`config.mk`:
```
export PLATFORM = sky130hd
export DESIGN_NAME = pd_snk_policy_engine
export DESIGN_NICKNAME = d
export VERILOG_FILES = /design/src/rtl/pd_pkg.sv /design/src/rtl/pd_pe_timer.sv /design/src/rtl/pd_snk_policy_engine.sv
export SDC_FILE = /design/constraint.sdc
export NUM_CORES = 1
export LEC_CHECK = 0
export BUFFER_PORTS_ARGS = -buffer_cell sky130_fd_sc_hd__buf_2
export CAP_MARGIN = 25
export CORE_MARGIN = 3
export CORE_UTILIZATION = 40
export DETAILED_ROUTE_END_ITERATION = 6
export PLACE_DENSITY = 0.64
export RECOVER_POWER = 50
export SYNTH_ARGS = -nofsm -noshare
export SYNTH_HDL_FRONTEND = slang
export SYNTH_SLANG_ARGS = --single-unit
```
`constraint.sdc`:
```
create_clock -name clk -period 10.3 [get_ports clk]
set_clock_uncertainty 0.05 [all_clocks]
set_input_delay 1.545 -clock clk [delete_from_list [all_inputs] [get_ports clk]]
set_output_delay 1.545 -clock clk [all_outputs]
set_load 0.02 [all_outputs]
```
`src/rtl/pd_pkg.sv`:
```
// Shared USB PD constants: message encodings, sink policy-engine state codes
// and default timer periods, used by both source and sink policy engines.
package pd_pkg;

  localparam logic [1:0] MSG_CLASS_CTRL = 2'b00;
  localparam logic [1:0] MSG_CLASS_DATA = 2'b01;

  localparam logic [4:0] CTRL_GOODCRC = 5'd1;
  localparam logic [4:0] CTRL_ACCEPT  = 5'd3;
  localparam logic [4:0] CTRL_REJECT  = 5'd4;
  localparam logic [4:0] CTRL_PS_RDY  = 5'd6;
  localparam logic [4:0] CTRL_WAIT    = 5'd12;

  localparam logic [4:0] DATA_SOURCE_CAP = 5'd1;
  localparam logic [4:0] DATA_REQUEST    = 5'd2;

  localparam int unsigned T_SINKWAITCAP_DEFAULT    = 620000;
  localparam int unsigned T_SENDERRESPONSE_DEFAULT = 30000;
  localparam int unsigned T_PSTRANSITION_DEFAULT   = 500000;
  localparam int unsigned N_HARDRESETCOUNT         = 2;
  localparam int unsigned TIMER_W_DEFAULT          = 20;

  typedef enum logic [3:0] {
    PE_SNK_STARTUP               = 4'd0,
    PE_SNK_DISCOVERY             = 4'd1,
    PE_SNK_WAIT_FOR_CAPS         = 4'd2,
    PE_SNK_EVALUATE_CAP          = 4'd3,
    PE_SNK_SELECT_CAP            = 4'd4,
    PE_SNK_TRANSITION_SINK       = 4'd5,
    PE_SNK_READY                 = 4'd6,
    PE_SNK_HARD_RESET            = 4'd7,
    PE_SNK_TRANSITION_TO_DEFAULT = 4'd8,
    PE_SNK_ERROR                 = 4'd9
  } pe_snk_state_t;

  function automatic logic [6:0] msg_code(input logic [1:0] cls, input logic [4:0] typ);
    return {cls, typ};
  endfunction

endpackage

```
`src/rtl/pd_pe_timer.sv`:
```
// One-shot down-counter for policy-engine timers: loading N yields a single
// timeout pulse N cycles after the load cycle; clear disarms.
module pd_pe_timer #(
  parameter int unsigned TIMER_W = 20
) (
  input  logic               clk,
  input  logic               rst_n,
  input  logic               load,
  input  logic [TIMER_W-1:0] load_val,
  input  logic               clear,
  output logic               timeout
);

  logic [TIMER_W-1:0] cnt;
  logic               armed;

  assign timeout = armed && (cnt == '0);

  // Counter holds N-1 after the load edge so it reaches zero in cycle N.
  always_ff @(posedge clk or negedge rst_n) begin
    if (!rst_n) begin
      cnt   <= '0;
      armed <= 1'b0;
    end else if (clear) begin
      cnt   <= '0;
      armed <= 1'b0;
    end else if (load) begin
      cnt   <= load_val - 1'b1;
      armed <= (load_val != '0);
    end else if (timeout) begin
      armed <= 1'b0;
    end else if (armed) begin
      cnt <= cnt - 1'b1;
    end
  end

endmodule

```
`src/rtl/pd_snk_policy_engine.sv`:
```
// USB PD sink policy engine: waits for Source_Capabilities, requests power via
// the DPM, tracks the contract and handles hard reset and detach.
module pd_snk_policy_engine
  import pd_pkg::*;
#(
  parameter int unsigned T_SINKWAITCAP      = T_SINKWAITCAP_DEFAULT,
  parameter int unsigned T_SENDERRESPONSE   = T_SENDERRESPONSE_DEFAULT,
  parameter int unsigned T_PSTRANSITION     = T_PSTRANSITION_DEFAULT,
  parameter int unsigned NUM_HARDRESETCOUNT = N_HARDRESETCOUNT,
  parameter int unsigned TIMER_W            = TIMER_W_DEFAULT
) (
  input  logic       clk,
  input  logic       rst_n,
  input  logic       DPM2PE_attached,
  input  logic       DPM2PE_vbus_present,
  input  logic       DPM2PE_eval_done,
  input  logic       DPM2PE_trans_finish,
  input  logic       PL2PE_reset_done,
  input  logic       PL2PE_Rx_en,
  input  logic [6:0] PL2PE_Rx_type,
  input  logic       PL2PE_Rx_hard_reset,
  input  logic       PL2PE_Tx_ack,
  input  logic [1:0] PL2PE_Tx_result,
  output logic       PE2PL_Tx_en,
  output logic [6:0] PE2PL_Tx_type,
  output logic       PE2PL_reset_req,
  output logic       PE2PL_hard_reset_req,
  output logic       PE2DPM_eval_req,
  output logic       PE2DPM_hard_reset,
  output logic       PE2DPM_contract_valid,
  output logic [3:0] pe_state
);

  localparam logic [TIMER_W-1:0] LD_SINKWAITCAP    = TIMER_W'(T_SINKWAITCAP);
  localparam logic [TIMER_W-1:0] LD_SENDERRESPONSE = TIMER_W'(T_SENDERRESPONSE);
  localparam logic [TIMER_W-1:0] LD_PSTRANSITION   = TIMER_W'(T_PSTRANSITION);
  localparam logic [2:0]         HR_LIMIT          = 3'(NUM_HARDRESETCOUNT);

  pe_snk_state_t      state;
  pe_snk_state_t      state_next;
  logic               state_changed;
  logic               entry;
  logic [2:0]         hr_cnt;
  logic               detach;
  logic               timer_load;
  logic [TIMER_W-1:0] timer_val;
  logic               timeout;

  logic rx_is_ctrl;
  logic rx_is_data;
  logic rx_msg;
  logic rx_src_cap;
  logic rx_accept;
  logic rx_reject;
  logic rx_wait;
  logic rx_ps_rdy;
  logic tx_ok;
  logic tx_fail;

  assign rx_is_ctrl = PL2PE_Rx_en && (PL2PE_Rx_type[6:5] == MSG_CLASS_CTRL);
  assign rx_is_data = PL2PE_Rx_en && (PL2PE_Rx_type[6:5] == MSG_CLASS_DATA);
  assign rx_msg     = PL2PE_Rx_en && !(rx_is_ctrl && PL2PE_Rx_type[4:0] == CTRL_GOODCRC);
  assign rx_src_cap = rx_is_data && (PL2PE_Rx_type[4:0] == DATA_SOURCE_CAP);
  assign rx_accept  = rx_is_ctrl && (PL2PE_Rx_type[4:0] == CTRL_ACCEPT);
  assign rx_reject  = rx_is_ctrl && (PL2PE_Rx_type[4:0] == CTRL_REJECT);
  assign rx_wait    = rx_is_ctrl && (PL2PE_Rx_type[4:0] == CTRL_WAIT);
  assign rx_ps_rdy  = rx_is_ctrl && (PL2PE_Rx_type[4:0] == CTRL_PS_RDY);
  assign tx_ok      = PL2PE_Tx_ack && (PL2PE_Tx_result == 2'b00);
  assign tx_fail    = PL2PE_Tx_ack && (PL2PE_Tx_result != 2'b00);

  assign detach        = !DPM2PE_attached && (state != PE_SNK_STARTUP);
  assign state_changed = (state_next != state);
  assign pe_state      = state;

  always_ff @(posedge clk or negedge rst_n) begin
    if (!rst_n) state <= PE_SNK_STARTUP;
    else        state <= state_next;
  end

  // Priority: detach, then received hard reset, then the per-state rules
  // where a received message always wins over a same-cycle timeout.
  always_comb begin
    state_next = state;
    if (detach) begin
      state_next = PE_SNK_STARTUP;
    end else if (PL2PE_Rx_hard_reset && state != PE_SNK_STARTUP &&
                 state != PE_SNK_HARD_RESET && state != PE_SNK_TRANSITION_TO_DEFAULT) begin
      state_next = PE_SNK_TRANSITION_TO_DEFAULT;
    end else begin
      case (state)
        PE_SNK_STARTUP:
          if (PL2PE_reset_done && DPM2PE_attached) state_next = PE_SNK_DISCOVERY;
        PE_SNK_DISCOVERY:
          if (DPM2PE_vbus_present) state_next = PE_SNK_WAIT_FOR_CAPS;
        PE_SNK_WAIT_FOR_CAPS:
          if (rx_src_cap)   state_next = PE_SNK_EVALUATE_CAP;
          else if (timeout) state_next = (hr_cnt <= HR_LIMIT) ? PE_SNK_HARD_RESET : PE_SNK_ERROR;
        PE_SNK_EVALUATE_CAP:
          if (DPM2PE_eval_done) state_next = PE_SNK_SELECT_CAP;
        PE_SNK_SELECT_CAP:
          if (rx_accept)                 state_next = PE_SNK_TRANSITION_SINK;
          else if (rx_reject || rx_wait) state_next = PE2DPM_contract_valid ? PE_SNK_READY
                                                                           : PE_SNK_WAIT_FOR_CAPS;
          else if (tx_fail || timeout)   state_next = PE_SNK_HARD_RESET;
        PE_SNK_TRANSITION_SINK:
          if (rx_ps_rdy)              state_next = PE_SNK_READY;
          else if (rx_msg || timeout) state_next = PE_SNK_HARD_RESET;
        PE_SNK_READY:
          if (rx_src_cap) state_next = PE_SNK_EVALUATE_CAP;
        PE_SNK_HARD_RESET:
          if (PL2PE_Tx_ack) state_next = PE_SNK_TRANSITION_TO_DEFAULT;
        PE_SNK_TRANSITION_TO_DEFAULT:
          if (DPM2PE_trans_finish) state_next = PE_SNK_STARTUP;
        PE_SNK_ERROR:
          state_next = PE_SNK_ERROR;
        default:
          state_next = PE_SNK_STARTUP;
      endcase
    end
  end

  always_comb begin
    timer_load = 1'b0;
    timer_val  = '0;
    if (entry && state == PE_SNK_WAIT_FOR_CAPS) begin
      timer_load = 1'b1;
      timer_val  = LD_SINKWAITCAP;
    end else if (entry && state == PE_SNK_TRANSITION_SINK) begin
      timer_load = 1'b1;
      timer_val  = LD_PSTRANSITION;
    end else if (state == PE_SNK_SELECT_CAP && tx_ok && !state_changed) begin
      timer_load = 1'b1;
      timer_val  = LD_SENDERRESPONSE;
    end
  end

  pd_pe_timer #(
    .TIMER_W (TIMER_W)
  ) u_timer (
    .clk      (clk),
    .rst_n    (rst_n),
    .load     (timer_load),
    .load_val (timer_val),
    .clear    (state_changed),
    .timeout  (timeout)
  );

  // Entry pulses are captured on the edge that changes state so they appear
  // exactly in the first cycle spent in the new state.
  always_ff @(posedge clk or negedge rst_n) begin
    if (!rst_n) begin
      entry                 <= 1'b0;
      PE2PL_reset_req       <= 1'b0;
      PE2PL_Tx_en           <= 1'b0;
      PE2PL_Tx_type         <= '0;
      PE2PL_hard_reset_req  <= 1'b0;
      PE2DPM_eval_req       <= 1'b0;
      PE2DPM_hard_reset     <= 1'b0;
      PE2DPM_contract_valid <= 1'b0;
      hr_cnt                <= '0;
    end else begin
      entry                <= state_changed;
      PE2PL_reset_req      <= state_changed && (state_next == PE_SNK_STARTUP);
      PE2PL_Tx_en          <= state_changed && (state_next == PE_SNK_SELECT_CAP);
      PE2PL_hard_reset_req <= state_changed && (state_next == PE_SNK_HARD_RESET);
      PE2DPM_eval_req      <= state_changed && (state_next == PE_SNK_EVALUATE_CAP);
      PE2DPM_hard_reset    <= state_changed && (state_next == PE_SNK_TRANSITION_TO_DEFAULT);

      if (state_changed && state_next == PE_SNK_SELECT_CAP)
        PE2PL_Tx_type <= msg_code(MSG_CLASS_DATA, DATA_REQUEST);

      if (detach || (state_changed && state_next == PE_SNK_EVALUATE_CAP))
        hr_cnt <= '0;
      else if (state_changed && state_next == PE_SNK_HARD_RESET && hr_cnt != 3'd7)
        hr_cnt <= hr_cnt + 1'b1;

      if (detach || (state_changed && state_next == PE_SNK_TRANSITION_TO_DEFAULT))
        PE2DPM_contract_valid <= 1'b0;
      else if (state == PE_SNK_TRANSITION_SINK && state_next == PE_SNK_READY)
        PE2DPM_contract_valid <= 1'b1;
    end
  end

endmodule

```
==> flow_metrics.env, run 1 <==
export IMPL_outcome="finished, violations left"
export IMPL_violations="capacitance limit, slew limit"
export IMPL_worst_hold_path_endpoint="PE2PL_Tx_type[1]"
export IMPL_port_buffers=30
export IMPL_die_height_um=86.64
export IMPL_synth_yosys_warnings=0
export IMPL_clock_latency_ns=0.30
export IMPL_slew_limit_headroom_pct=-29.26
export IMPL_synth_largest_area_cell="dfrtp_1"
export IMPL_layout_area_overhead_vs_synth_pct=12.36
export IMPL_first_global_vias=2185
export IMPL_grt_antenna_before_repair=0
export IMPL_finalNonFillerCells=398
export IMPL_finalInstanceArea_um2=2923
export IMPL_io_pins=36
export IMPL_syn_cell_area_um2=2601
export IMPL_post_drt_wl_per_cell_um=16.39
export IMPL_routed_wirelength_um=6522
export IMPL_worst_ep_arrival_time_ns=5.49
export IMPL_yosys_register_bits=36
export IMPL_tns_ns=0
export IMPL_worst_r2r_cell_count=16
export IMPL_number_of_max_slew_violations_in_the_final_report=37
export IMPL_timing_rr_end="u_timer.cnt[16]"
export IMPL_critPathLaunchType="input port"
export IMPL_yosysSeqAreaShare_pct=34.63
export IMPL_initial_utilization_pct=42.67
export IMPL_num_fill_cells=579
export IMPL_synthMostInstantiatedCell="dfrtp_1"
export IMPL_postCtsHoldBufs=0
export IMPL_async_flop_share_pct=100.0
export IMPL_synthCells=298
export IMPL_cts_made_buffers=5
export IMPL_post_cts_buffers=0
export IMPL_final_min_period_over_clock_period_pct=52.03
export IMPL_hold_class="reg -> reg"
export IMPL_track_usage_pct=18.01
export IMPL_number_of_flops_mapped_to_enable_cells_by_yosys=0
export IMPL_clk_pin_slew_worst_paths_ns=0.08
export IMPL_dieWidth_um=86.64
export IMPL_grt_pass1_wl_um=10740
export IMPL_die_area_um2=7506
export IMPL_power_density_nw_per_um2=342.8
export IMPL_clockRootBuffer="clkbuf_8"
export IMPL_worst_pin_slew_ns=1.939
export IMPL_drc_errors=0
export IMPL_core_um2=6096
export IMPL_synthesis_area_per_instance_um2=8.729
export IMPL_detail_route_antenna_nets=0
export IMPL_worst_endpoint_required_ns=10.43
export IMPL_antennaDiodeCount=0
export IMPL_fin_crit_ns=5.359
export IMPL_hold_path_startpoint="PE2PL_Tx_type[1]"
export IMPL_maximum_number_of_pins_on_one_net_before_global_route_repair=37
export IMPL_ys_dominant_reg_cell="dfrtp_1"
export IMPL_dp_cells=390
export IMPL_crit_path_max_fo=6
export IMPL_max_freq_mhz=186.6
export IMPL_ys_top_cells_by_count="dfrtp_1, nor2_1, nand2_1"
export IMPL_synthTopCellsByArea="dfrtp_1, a21oi_1, nor2_1, nand2_1, xnor2_1"
export IMPL_detail_route_vias_per_cell=5.902
export IMPL_hold_viol_final=0
export IMPL_power_ir_vdd_worst_mv=0.1989
export IMPL_totalPowerFinal_mw=1.002
export IMPL_dp_hpwl_um=4674
export IMPL_cts_repair_resize_count=0
export IMPL_firstDrtPassIters=4
export IMPL_row_count=28
export IMPL_power_leakage_nw=1.249
export IMPL_tritoncts="built"
export IMPL_dr_first_iter_drc_count=142
export IMPL_maxCapViolations=1
export IMPL_drive_gt1_share_pct=17.96
export IMPL_yosysTopAreaCellShare_pct=34.63
export IMPL_clk_path_buf_depth=2
export IMPL_post_layout_nets=345
export IMPL_setup_worst_path_end_class="flip-flop"
export IMPL_r2r_start="pe_state[2]"
export IMPL_globalplace_congestion=0.8442
export IMPL_setup_viol_count_final=0
export IMPL_rrSetupSlack_ns=5.50
export IMPL_synth_lib_cells_used_distinct=67
export IMPL_place_area_um2=2773
export IMPL_grt_remaining_overflow=0
export IMPL_rsz_0062_raised_after_global_routing="no"
export IMPL_cts_htree_levels=2
export IMPL_hold_depth=1
export IMPL_detailroute_via_count=2349
export IMPL_timing_worst_setup_path_type="in -> reg"
export IMPL_clock_sinks=36
## logic make-up after synthesis
kind of cell               Yosys count  synth area share, %
AOI/OAI and AO/OA                   77                21.50
xor gates and xnor gates            14                4.714
adders and majority gates            4                1.924
buffers and inverters               26                4.906
DFF                                 36                34.63
muxes                                2               0.8657
other                                1               0.1442
and+or+nand+nor                    138                31.31
## routing by layer
metal / vias to the layer above / track usage (%) / share of wire, %
li1: 1147 / - / -
met1: 1126 / 24.60 / 47
met2: 66 / 28.79 / 47
met3: 10 / 3.042 / 4.2
met4: 0 / 6.232 / 1.7
met5: - / 0 / 0
## stage by stage
step	hold slack, ns	setup slack (ns)	utilization, %
2_1_floorplan	0.4451	5.170	-
6_report	0.4411	4.941	47.95
5_1_grt	0.4647	4.635	47.95
3_3_place_gp	0.4153	4.794	45.48
3_5_place_dp	0.4277	4.705	45.48
4_1_cts	0.4456	5.002	48.09
## worst max-delay path by stage
| stage | from | to | slack, ns | cells past startpoint |
|---|---|---|---|---|
| 4_1_cts | PL2PE_Rx_type[5] | u_timer.cnt[16] | 5.00 | 17 |
| 2_1_floorplan | PL2PE_Rx_type[1] | u_timer.cnt[16] | 5.17 | 16 |
| 3_3_place_gp | PL2PE_Rx_type[1] | u_timer.cnt[16] | 4.79 | 17 |
| 3_5_place_dp | PL2PE_Rx_type[1] | u_timer.cnt[16] | 4.71 | 17 |
| 5_1_grt | PL2PE_Rx_type[5] | u_timer.cnt[16] | 4.63 | 17 |
| 6_report | PL2PE_Rx_type[5] | u_timer.cnt[16] | 4.94 | 17 |
## final cells by class
type                            count  area [um^2]  area share, %
Clock inverter                      3        90.09          3.082
Tap cell                           75        93.84          3.211
Timing Repair Buffer               31        148.9          5.094
Inverter                            8        32.53          1.113
Sequential cell                    36        900.9          30.82
Multi-Input combinational cell    240         1588          54.32
Clock buffer                        5        68.82          2.354
## placed cells by master (no fill, tap or decap), types with 4 or more instances in the layout
cell / count
nor4b_1: 4
o21ai_0: 13
xnor2_1: 8
or4_1: 4
a21oi_1: 22
a211oi_1: 5
clkbuf_1: 7
clkbuf_8: 5
inv_1: 7
nand3_1: 7
nor2_1: 28
and3_1: 6
dfrtp_1: 36
a211oi_2: 5
nand2_1: 25
nand2b_1: 6
nor3_1: 13
o32ai_1: 5
nor4_1: 5
nor3b_1: 4
xor2_1: 6
conb_1: 5
nand4_1: 5
ha_1: 4
buf_2: 23
nor2b_1: 5
## where the power goes
| part | internal [mW] | switching (mW) | total, mW |
|---|---|---|---|
| sequential | 0.185 | 0.0723 | 0.257 |
| combinational | 0.208 | 0.363 | 0.570 |
| clock | 0.121 | 0.0535 | 0.175 |
| total | 0.513 | 0.489 | 1.00 |
## registers in the layout, indices dropped and copies added, names as in the netlist
signal                 cells
PE2PL_hard_reset_req       1
PE2DPM_eval_req            1
PE2PL_reset_req            1
entry                      1
PE2DPM_hard_reset          1
u_timer.armed              1
PE2PL_Tx_type              1
pe_state                   4
hr_cnt                     3
u_timer.cnt               20
PE2PL_Tx_en                1
PE2DPM_contract_valid      1
## worst max-delay path, stage by stage
cell and delay [ns]:
buf_2 0.11, or4b_2 0.72, o311ai_2 0.39, a211oi_1 0.12
a211oi_1 0.23, o211ai_1 0.18, nor3_4 0.36, a21oi_1 0.14
nand2_1 0.09, ha_1 0.24, nor3b_1 0.35, and4b_1 0.29
nand4_1 0.17, nor3_1 0.24, xor2_1 0.10, a21oi_1 0.16
nor2_1 0.06
Note: power is estimated with default switching activity, not from simulation.
==> run 2, diff against run 1 <==
==> constraint.sdc (replaced) <==
create_clock -name clk -period 5.1 [get_ports clk]
set_clock_uncertainty 0.05 [all_clocks]
set_input_delay 0.765 -clock clk [delete_from_list [all_inputs] [get_ports clk]]
set_output_delay 0.765 -clock clk [all_outputs]
set_load 0.02 [all_outputs]
==> flow_metrics.env, run 2 (synthesized netlist as in run 1, its figures left out) <==
export IMPL_outcome="finished, violations left"
export IMPL_violations="capacitance limit, slew limit"
export IMPL_initial_utilization_pct=42.67
export IMPL_timing_critical_path_from="PL2PE_Rx_type[5]"
export IMPL_worst_endpoint_required_ns=5.23
export IMPL_clk_path_buf_depth=2
export IMPL_mostFrequentLayoutCell="dfrtp_1"
export IMPL_clk_pin_slew_worst_paths_ns=0.08
export IMPL_sequentialPowerShare_pct=24.4
export IMPL_drive_gt1_share_pct=19.45
export IMPL_hold_path_startpoint="PE2PL_Tx_type[1]"
export IMPL_clockRootBuffer="clkbuf_8"
export IMPL_setup_viol_count_final=0
export IMPL_first_global_vias=2252
export IMPL_detail_route_vias_per_cell=5.864
export IMPL_switching_power_mw=0.9942
export IMPL_slew_limit_headroom_pct=-25.93
export IMPL_clock_sinks=36
export IMPL_detail_route_antenna_nets=0
export IMPL_rrSetupSlack_ns=0.62
export IMPL_hold_viol_final=0
export IMPL_post_cts_buffers=0
export IMPL_clock_network_fraction_of_design_power_pct=13.0
export IMPL_internal_power_mw=0.9754
export IMPL_dieWidth_um=86.64
export IMPL_timing_worst_setup_path_type="in -> reg"
export IMPL_worst_ep_arrival_time_ns=4.76
export IMPL_hold_class="reg -> reg"
export IMPL_post_place_ws_ns=0.2343
export IMPL_tns_ns=0
export IMPL_layout_area_overhead_vs_synth_pct=12.27
export IMPL_die_area_um2=7506
export IMPL_die_height_um=86.64
export IMPL_track_usage_pct=18.27
export IMPL_grt_antenna_before_repair=0
export IMPL_tritoncts="built"
export IMPL_fraction_of_power_spent_switching_nets_pct=50.48
export IMPL_power_ir_vdd_worst_mv=0.3825
export IMPL_post_layout_nets=351
export IMPL_max_freq_mhz=216.1
export IMPL_port_buffers=30
export IMPL_power_density_nw_per_um2=674.5
export IMPL_global_route_usage_met3_pct=3.992
export IMPL_final_critical_path_setup_slack_ns=0.4726
export IMPL_grt_pass1_wl_um=10850
export IMPL_r2r_start="pe_state[2]"
export IMPL_number_of_max_slew_violations_in_the_final_report=37
export IMPL_cts_repair_resize_count=0
export IMPL_share_comb_of_total_power_pct=62.6
export IMPL_top_usage_layer="met2"
export IMPL_maxCapViolations=1
export IMPL_dr_first_iter_drc_count=164
export IMPL_final_min_period_over_clock_period_pct=90.73
export IMPL_post_drt_wl_per_cell_um=16.25
export IMPL_row_count=28
export IMPL_critPathLaunchType="input port"
export IMPL_rsz_0062_raised_after_global_routing="no"
export IMPL_firstDrtPassIters=4
export IMPL_top_register="u_timer.cnt"
export IMPL_dp_hpwl_um=4802
export IMPL_maximum_number_of_pins_on_one_net_before_global_route_repair=37
export IMPL_postCtsHoldBufs=0
export IMPL_grt_remaining_overflow=0
export IMPL_detailroute_via_count=2369
export IMPL_final_cell_mix="dfrtp_1, nor2_1, nand2_1"
export IMPL_power_leakage_nw=1.256
export IMPL_cts_made_buffers=5
export IMPL_clock_latency_ns=0.30
export IMPL_routed_wirelength_um=6566
export IMPL_totalPowerFinal_mw=1.970
export IMPL_setup_worst_path_end_class="flip-flop"
export IMPL_largest_register_ff_count=20
export IMPL_fin_crit_ns=4.627
export IMPL_crit_path_max_fo=6
export IMPL_cts_htree_levels=2
export IMPL_grtUsageMet1_pct=25.16
export IMPL_drc_errors=0
export IMPL_core_um2=6096
export IMPL_antennaDiodeCount=0
export IMPL_globalplace_congestion=0.8570
export IMPL_worst_pin_slew_ns=1.889
export IMPL_global_route_track_usage_on_met2_pct=28.58
export IMPL_io_pins=36
run 2: cell count changes in the layout (fill, tap and decap cells not counted):
cell	previous run	this run
buf_4	1	7
clkinvlp_4	0	1
bufinv_16	3	1
clkinv_2	0	1
run 2: final timing paths:
check	to	depth (start not counted)
max reg2reg	u_timer.cnt[16]	16
max in group asynchronous	u_timer.cnt[12]	1
min reg2reg	PE2PL_Tx_type[1]	1
max	u_timer.cnt[16]	17
min	PE2PL_Tx_type[1]	1
min in group asynchronous	hr_cnt[2]	1
run 2: cell type report:
type                       instances  area, um^2
clock buffer                       5       68.82
fill                             599        3176
multi-input combinational        240        1588
tap                               75       93.84
clock inverter                     3       42.54
timing repair buffer              37       193.9
inverter                           8       32.53
sequential                        36       900.9
run 2: layer usage:
metal	part of all wire [%]	up-vias
met4	1.6	0
met2	46	59
met1	48	1139
met3	4.9	11
met5	0	-
li1	-	1160
run 2: power by group through the flow:
| stage | Sequential, mW | Clock [mW] | Combinational (mW) |
|---|---|---|---|
| after floorplan | 0.472 | 0 | 0.952 |
| after global placement | 0.480 | 0 | 1.23 |
| after detailed placement | 0.483 | 0 | 1.22 |
| after CTS | 0.478 | 0.261 | 1.23 |
| after global routing | 0.497 | 0.273 | 1.36 |
| final | 0.481 | 0.256 | 1.23 |
run 2: worst max-delay path, stage by stage:
cell	delay, ns
buf_2	0.11
or4b_2	0.72
o311ai_2	0.36
a211oi_1	0.12
a211oi_1	0.24
o211ai_1	0.21
nor3_4	0.36
a21oi_1	0.15
nand2_1	0.09
ha_1	0.25
nor3b_1	0.35
and4b_1	0.30
nand4_1	0.18
nor3_1	0.24
xor2_1	0.09
a21oi_1	0.15
nor2_1	0.06
run 2: per-stage QoR:
step / hold WS [ns] / util [%] / instance area [um^2] / instances
after detailed placement: 0.4303 / 46.22 / 2818 / 396
after global placement: 0.4148 / 46.22 / 2818 / 396
final: 0.4423 / 47.91 / 2920 / 404
after CTS: 0.4474 / 48.05 / 2929 / 404
after global routing: 0.4642 / 47.91 / 2920 / 404
after floorplan: 0.4194 / - / 2616 / 302
